File: config.mk
export PLATFORM = sky130hd
export DESIGN_NAME = up_counter_ctrl_flat
export DESIGN_NICKNAME = d
export VERILOG_FILES = /design/src/rtl/up_counter_pkg.sv /design/src/rtl/up_counter_ctrl_if.sv /design/src/rtl/up_counter_core.sv /design/src/rtl/up_counter_ctrl.sv /design/src/flat_wrapper.sv
export SDC_FILE = /design/constraint.sdc
export NUM_CORES = 1
export LEC_CHECK = 0
export BUFFER_PORTS_ARGS = -buffer_cell sky130_fd_sc_hd__buf_2
export CORE_MARGIN = 5
export CORE_UTILIZATION = 45
export CTS_CLUSTER_SIZE = 25
export DETAILED_ROUTE_END_ITERATION = 7
export PLACE_DENSITY = 0.65
export SLEW_MARGIN = 40
export SYNTH_ARGS = -nofsm -noshare
export SYNTH_HDL_FRONTEND = slang
export SYNTH_SLANG_ARGS = --single-unit
File: constraint.sdc
create_clock -name clk -period 2.45 [get_ports clk]
set_input_delay 0.49 -clock clk [delete_from_list [all_inputs] [get_ports clk]]
set_output_delay 0.49 -clock clk [all_outputs]
set_load 0.02 [all_outputs]
File: src/rtl/up_counter_pkg.sv
// up_counter_pkg: FSM state encoding and default width for the up-counter controller
package up_counter_pkg;
  localparam int DEFAULT_WIDTH = 3;
  typedef enum logic [1:0] {IDLE, RUN, HOLD, DONE} state_e;
endpackage

File: src/rtl/up_counter_ctrl_if.sv
// up_counter_ctrl_if: control inputs and status outputs of the up-counter controller
interface up_counter_ctrl_if #(parameter int WIDTH = up_counter_pkg::DEFAULT_WIDTH);
  logic             start;
  logic             stop;
  logic             pause;
  logic             auto_reload;
  logic [WIDTH-1:0] load_val;
  logic [WIDTH-1:0] term_val;
  logic [WIDTH-1:0] count;
  logic             busy;
  logic             done;
  logic             wrap;
  modport master (
    output start, stop, pause, auto_reload, load_val, term_val,
    input  count, busy, done, wrap
  );
  modport slave (
    input  start, stop, pause, auto_reload, load_val, term_val,
    output count, busy, done, wrap
  );
endinterface

File: src/rtl/up_counter_core.sv
// up_counter_core: count register with synchronous load and increment enable
module up_counter_core import up_counter_pkg::*; #(
  parameter int WIDTH = DEFAULT_WIDTH
) (
  input  logic             clk,
  input  logic             rst,
  input  logic             load_i,
  input  logic             en_i,
  input  logic [WIDTH-1:0] load_val_i,
  output logic [WIDTH-1:0] count_o
);
  logic [WIDTH-1:0] count_q, count_d;
  always_comb count_d = load_i ? load_val_i : en_i ? count_q + WIDTH'(1) : count_q;
  always_ff @(posedge clk)
    if (rst) count_q <= '0;
    else     count_q <= count_d;
  assign count_o = count_q;
endmodule

File: src/rtl/up_counter_ctrl.sv
// up_counter_ctrl: run/hold/done FSM with captured load/terminal values driving up_counter_core
module up_counter_ctrl import up_counter_pkg::*; #(
  parameter int WIDTH = DEFAULT_WIDTH
) (
  input logic                clk,
  input logic                rst,
  up_counter_ctrl_if.slave   ctrl_if
);
  state_e           state_q, state_d;
  logic [WIDTH-1:0] load_q, load_d, term_q, term_d, ld_val, count;
  logic             done_q, done_d, wrap_q, wrap_d, ld, en;
  always_comb begin
    state_d = state_q;
    load_d  = load_q;
    term_d  = term_q;
    done_d  = 1'b0;
    wrap_d  = 1'b0;
    ld      = 1'b0;
    ld_val  = load_q;
    en      = 1'b0;
    unique case (state_q)
      IDLE, DONE: begin
        if (state_q == DONE && ctrl_if.stop) state_d = IDLE;
        else if (ctrl_if.start) begin
          load_d  = ctrl_if.load_val;
          term_d  = ctrl_if.term_val;
          ld      = 1'b1;
          ld_val  = ctrl_if.load_val;
          state_d = RUN;
        end
      end
      RUN: begin
        if (ctrl_if.stop) state_d = IDLE;
        else if (ctrl_if.pause) state_d = HOLD;
        else if (count == term_q) begin
          done_d = 1'b1;
          if (ctrl_if.auto_reload) ld = 1'b1;
          else state_d = DONE;
        end else begin
          en     = 1'b1;
          wrap_d = &count;
        end
      end
      HOLD: begin
        if (ctrl_if.stop) state_d = IDLE;
        else if (!ctrl_if.pause) state_d = RUN;
      end
    endcase
  end
  always_ff @(posedge clk) begin
    if (rst) begin
      state_q <= IDLE;
      load_q  <= '0;
      term_q  <= '0;
      done_q  <= 1'b0;
      wrap_q  <= 1'b0;
    end else begin
      state_q <= state_d;
      load_q  <= load_d;
      term_q  <= term_d;
      done_q  <= done_d;
      wrap_q  <= wrap_d;
    end
  end
  up_counter_core #(.WIDTH(WIDTH)) u_core (
    .clk        (clk),
    .rst        (rst),
    .load_i     (ld),
    .en_i       (en),
    .load_val_i (ld_val),
    .count_o    (count)
  );
  assign ctrl_if.count = count;
  assign ctrl_if.busy  = (state_q == RUN) || (state_q == HOLD);
  assign ctrl_if.done  = done_q;
  assign ctrl_if.wrap  = wrap_q;
endmodule
File: src/flat_wrapper.sv
// flat-port wrapper written by rule: the top's interface ports become plain ports
module up_counter_ctrl_flat import up_counter_pkg::*;
#(
  parameter int WIDTH = DEFAULT_WIDTH
)
  (clk, rst, ctrl_if_start, ctrl_if_stop, ctrl_if_pause, ctrl_if_auto_reload, ctrl_if_load_val, ctrl_if_term_val, ctrl_if_count, ctrl_if_busy, ctrl_if_done, ctrl_if_wrap);
  up_counter_ctrl_if #(.WIDTH(WIDTH)) ctrl_if_i ();
  input logic clk;
  input logic rst;
  input wire logic [$bits(ctrl_if_i.start)-1:0] ctrl_if_start;
  input wire logic [$bits(ctrl_if_i.stop)-1:0] ctrl_if_stop;
  input wire logic [$bits(ctrl_if_i.pause)-1:0] ctrl_if_pause;
  input wire logic [$bits(ctrl_if_i.auto_reload)-1:0] ctrl_if_auto_reload;
  input wire logic [$bits(ctrl_if_i.load_val)-1:0] ctrl_if_load_val;
  input wire logic [$bits(ctrl_if_i.term_val)-1:0] ctrl_if_term_val;
  output wire logic [$bits(ctrl_if_i.count)-1:0] ctrl_if_count;
  output wire logic [$bits(ctrl_if_i.busy)-1:0] ctrl_if_busy;
  output wire logic [$bits(ctrl_if_i.done)-1:0] ctrl_if_done;
  output wire logic [$bits(ctrl_if_i.wrap)-1:0] ctrl_if_wrap;
  assign ctrl_if_i.start = ctrl_if_start;
  assign ctrl_if_i.stop = ctrl_if_stop;
  assign ctrl_if_i.pause = ctrl_if_pause;
  assign ctrl_if_i.auto_reload = ctrl_if_auto_reload;
  assign ctrl_if_i.load_val = ctrl_if_load_val;
  assign ctrl_if_i.term_val = ctrl_if_term_val;
  assign ctrl_if_count = ctrl_if_i.count;
  assign ctrl_if_busy = ctrl_if_i.busy;
  assign ctrl_if_done = ctrl_if_i.done;
  assign ctrl_if_wrap = ctrl_if_i.wrap;
  up_counter_ctrl #(.WIDTH(WIDTH)) u_core (.clk(clk), .rst(rst), .ctrl_if(ctrl_if_i));
endmodule
==> metrics.yaml <==
status:
  run_status: "completed"
grt:
  overflow: 0
  grt_antenna_before_repair: 0
  grtUsageTotal_pct: 13.5
  use_met3_pct: 5.23
  grt_pass1_wl_um: 2700
  grt_pass1_vias: 601
  globalRouteMet2Util_pct: 21.0
  grt_max_degree: 14
  grtUsageMet1_pct: 17.6
  busiest_layer: "met2"
sta:
  min_period_ns: 1.86
  rsz0062_at_grt: "false"
  whs_ns: 0.440
  fin_crit_sh_pct: 76.0
  slew_viol_final: 0
  relSlewSlack_pct: 73.7
  tns_ns: 0
  timing.fmax_mhz: 537
  tightest_slew_ns: 0.391
  hold_viol_final: 0
  setup_viol: 0
  fin_worst_skew_ns: 0.00827
detailed_routing:
  wirelength_um: 1620
  vias_per_cell: 5.40
  drt-pass1-iter-count: 4
  wl_per_cell_um: 12.6
  num_vias: 691
  drc: 0
  drtIter0Drc: 15
  ant_nets: 0
placement:
  place_congestion: 0.799
  dp_hpwl_um: 1280
  io_buffers: 17
clock_tree:
  cts.htree.levels: 1
  cts_resized: 0
  cts.clk_slew.worst_paths_ns: 0.08
  root_buffer: "clkbuf_4"
  cts_buffers: 3
  worstSkewPairLatency_ns: 0.28
  clockBufferDepth: 2
  cts_tree: "done"
  post-cts-setup-buffers: 0
  cts_hold_buf: 0
  cts.sinks: 13
synthesis:
  synth_compound_area_share_pct: 13.3
  synth_mux_area_share_pct: 2.79
  seq_area_frac_synth_pct: 34.2
  yosys.area_share.simple_pct: 33.3
  netlist_area_um2: 762
  synth_cells: 94
  synth.distinct_cells: 31
  syn_area_per_cell_um2: 8.11
  synth_xor_area_share_pct: 4.60
  synthAdderAreaFrac_pct: 8.21
  synthesis.nets: 111
  synth_top_family_by_area: "simple AND/OR/NAND/NOR gates"
  ys_seq_elements: 13
  synth_warnings: 0
worst_hold_path:
  min_to: "u_core.term_q[0]$_SDFFE_PP0P_"
  hold_path.class: "in -> reg"
  whs_path_depth: 3
  min_from: "ctrl_if_term_val[0]"
setup_path:
  crit_required_ns: 2.61
  worstRegToRegCells: 7
  cp_max_fo: 6
  worstPathCellList: "inv_1, ha_1, or3b_2, a32oi_1, nor2_1, nor2_1, nor3_1"
  critPathMostFrequentCell: "nor2_1"
  slowest_stage: "or3b_2"
  r2r_start: "u_core.state_q[0]$_SDFFE_PP0P_"
  endpoint_kind: "register"
  cp.arrival_ns: 2.02
  worstSetupStartpointType: "register"
  r2r_setup_slack_ns: 0.59
  path_class: "reg -> reg"
  rr_endpoint: "u_core.state_q[1]$_SDFFE_PP0P_"
  slowest_delay_ns: 0.46
layout:
  multi_input_area_um2: 474
  final_layout_size_suffix_gt1_share_pct: 21.4
  nNetsFinal: 130
  seq_area_um2: 260
  areaGrowthSynthToFinish_pct: 15.6
  nFillCells: 153
  diodes: 0
die:
  fp.dieH_um: 51.2
  dieArea_mm2: 0.00262
  rows: 14
  core-area_mm2: 0.00156
  die_w_um: 51.2
  initial_core_util_pct: 48.9
  boundaryPins: 18
pwr:
  ir_drop_v: 0.000517
  power.density_mw_per_mm2: 1100
  leakage_nw: 0.389
job:
  drv_cap: 0
-- critical path: cells and delay by family, from the launching register on --
kind / cells / cell delay (ns)
compound gates: 1 / 0.23
buf+inv: 1 / 0.06
fa+ha+maj: 1 / 0.37
simple gates: 4 / 0.71
flops: 1 / 0.38
-- cells by family (layout without fill, tap and decap cells) --
family | Yosys count | after routing
adders and majority gates | 5 | 5
and+or+nand+nor | 49 | 49
xor gates and xnor gates | 4 | 4
muxes | 2 | 2
AOI/OAI and AO/OA | 14 | 14
DFF | 13 | 13
buffers and inverters | 7 | 25
-- cell usage after synthesis (all sizes together) --
| cell | n | area [µm²] |
|---|---|---|
| nor2 | 10 | 45.0 |
| nor3b | 1 | 7.51 |
| mux2i | 1 | 10.0 |
| o211ai | 1 | 7.51 |
| a32oi | 1 | 8.76 |
| o22a | 1 | 8.76 |
| and4 | 1 | 8.76 |
| nor4bb | 1 | 10.0 |
| and3b | 1 | 8.76 |
| o211a | 1 | 10.0 |
| mux2 | 1 | 11.3 |
| ha | 5 | 62.6 |
| nand3 | 5 | 25.0 |
| nand2b | 1 | 6.26 |
| nand3b | 1 | 7.51 |
| inv | 4 | 15.0 |
| a21oi | 7 | 35.0 |
| and2 | 1 | 6.26 |
| and3 | 3 | 18.8 |
| nand2 | 16 | 60.1 |
| or3b | 2 | 20.0 |
| clkbuf | 2 | 7.51 |
| xnor2 | 4 | 35.0 |
| dfxtp | 13 | 260 |
| nor3 | 6 | 30.0 |
| buf | 1 | 5.00 |
| o21ai | 2 | 10.0 |
| a31oi | 1 | 21.3 |
-- worst max path at each step --
| stage | from | end | slack [ns] | cells past startpoint |
|---|---|---|---|---|
| after floorplan | u_core.state_q[0]$_SDFFE_PP0P_ | u_core.u_core.count_o[0]$_SDFFE_PP0P_ | 0.75 | 6 |
| after global placement | ctrl_if_pause | u_core.u_core.count_o[0]$_SDFFE_PP0P_ | 0.59 | 6 |
| after detailed placement | ctrl_if_pause | u_core.u_core.count_o[0]$_SDFFE_PP0P_ | 0.57 | 6 |
| after CTS | u_core.state_q[0]$_SDFFE_PP0P_ | u_core.u_core.count_o[0]$_SDFFE_PP0P_ | 0.59 | 6 |
| after global routing | u_core.state_q[0]$_SDFFE_PP0P_ | u_core.u_core.count_o[0]$_SDFFE_PP0P_ | 0.44 | 6 |
| final | u_core.state_q[0]$_SDFFE_PP0P_ | u_core.state_q[1]$_SDFFE_PP0P_ | 0.59 | 7 |
-- flip-flops by register name (all words and copies together) (netlist names) --
name and flops:
u_core.state_q 2, u_core.ctrl_if.done 1, u_core.u_core.count_o 3, u_core.load_q 3, u_core.term_q 3, u_core.ctrl_if.wrap 1
-- report_power, final --
part	internal (mW)	switching, mW
Clock	0.0632	0.0700
Combinational	0.216	0.303
Sequential	0.266	0.0539
-- cells in the final DEF, fill, tap and decap left out, drive strengths merged, types with 4 or more instances in the layout --
cell	Yosys	layout
buf	1	17
nand2	16	16
dfxtp	13	13
nor2	10	10
a21oi	7	7
nor3	6	6
nand3	5	5
ha	5	5
inv	4	4
xnor2	4	4
clkbuf	2	4
-- layer usage --
layer	vias up	share of wire, %
li1	362	-
met1	315	50
met2	14	46
met3	0	4.1
met4	0	0
met5	-	0
-- cell type report --
class | instances | area share, %
multi-input combinational | 74 | 53.8
clock buffer | 4 | 2.98
sequential | 13 | 29.5
inverter | 4 | 1.70
tap | 16 | 2.27
timing repair buffer | 17 | 9.66
-- through the flow --
step / cells / cell area [µm²] / setup slack [ns] / utilization, % / power [mW]
global placement: 124 / 855 / 0.588 / 54.8 / 0.834
floorplan: 94 / 762 / 0.747 / - / 0.724
CTS: 128 / 881 / 0.594 / 56.5 / 0.982
finish: 128 / 881 / 0.587 / 56.5 / 0.973
detailed placement: 124 / 855 / 0.572 / 54.8 / 0.845
global route: 128 / 881 / 0.436 / 56.5 / 1.05
No activity file was read; power rests on OpenSTA's default activity.
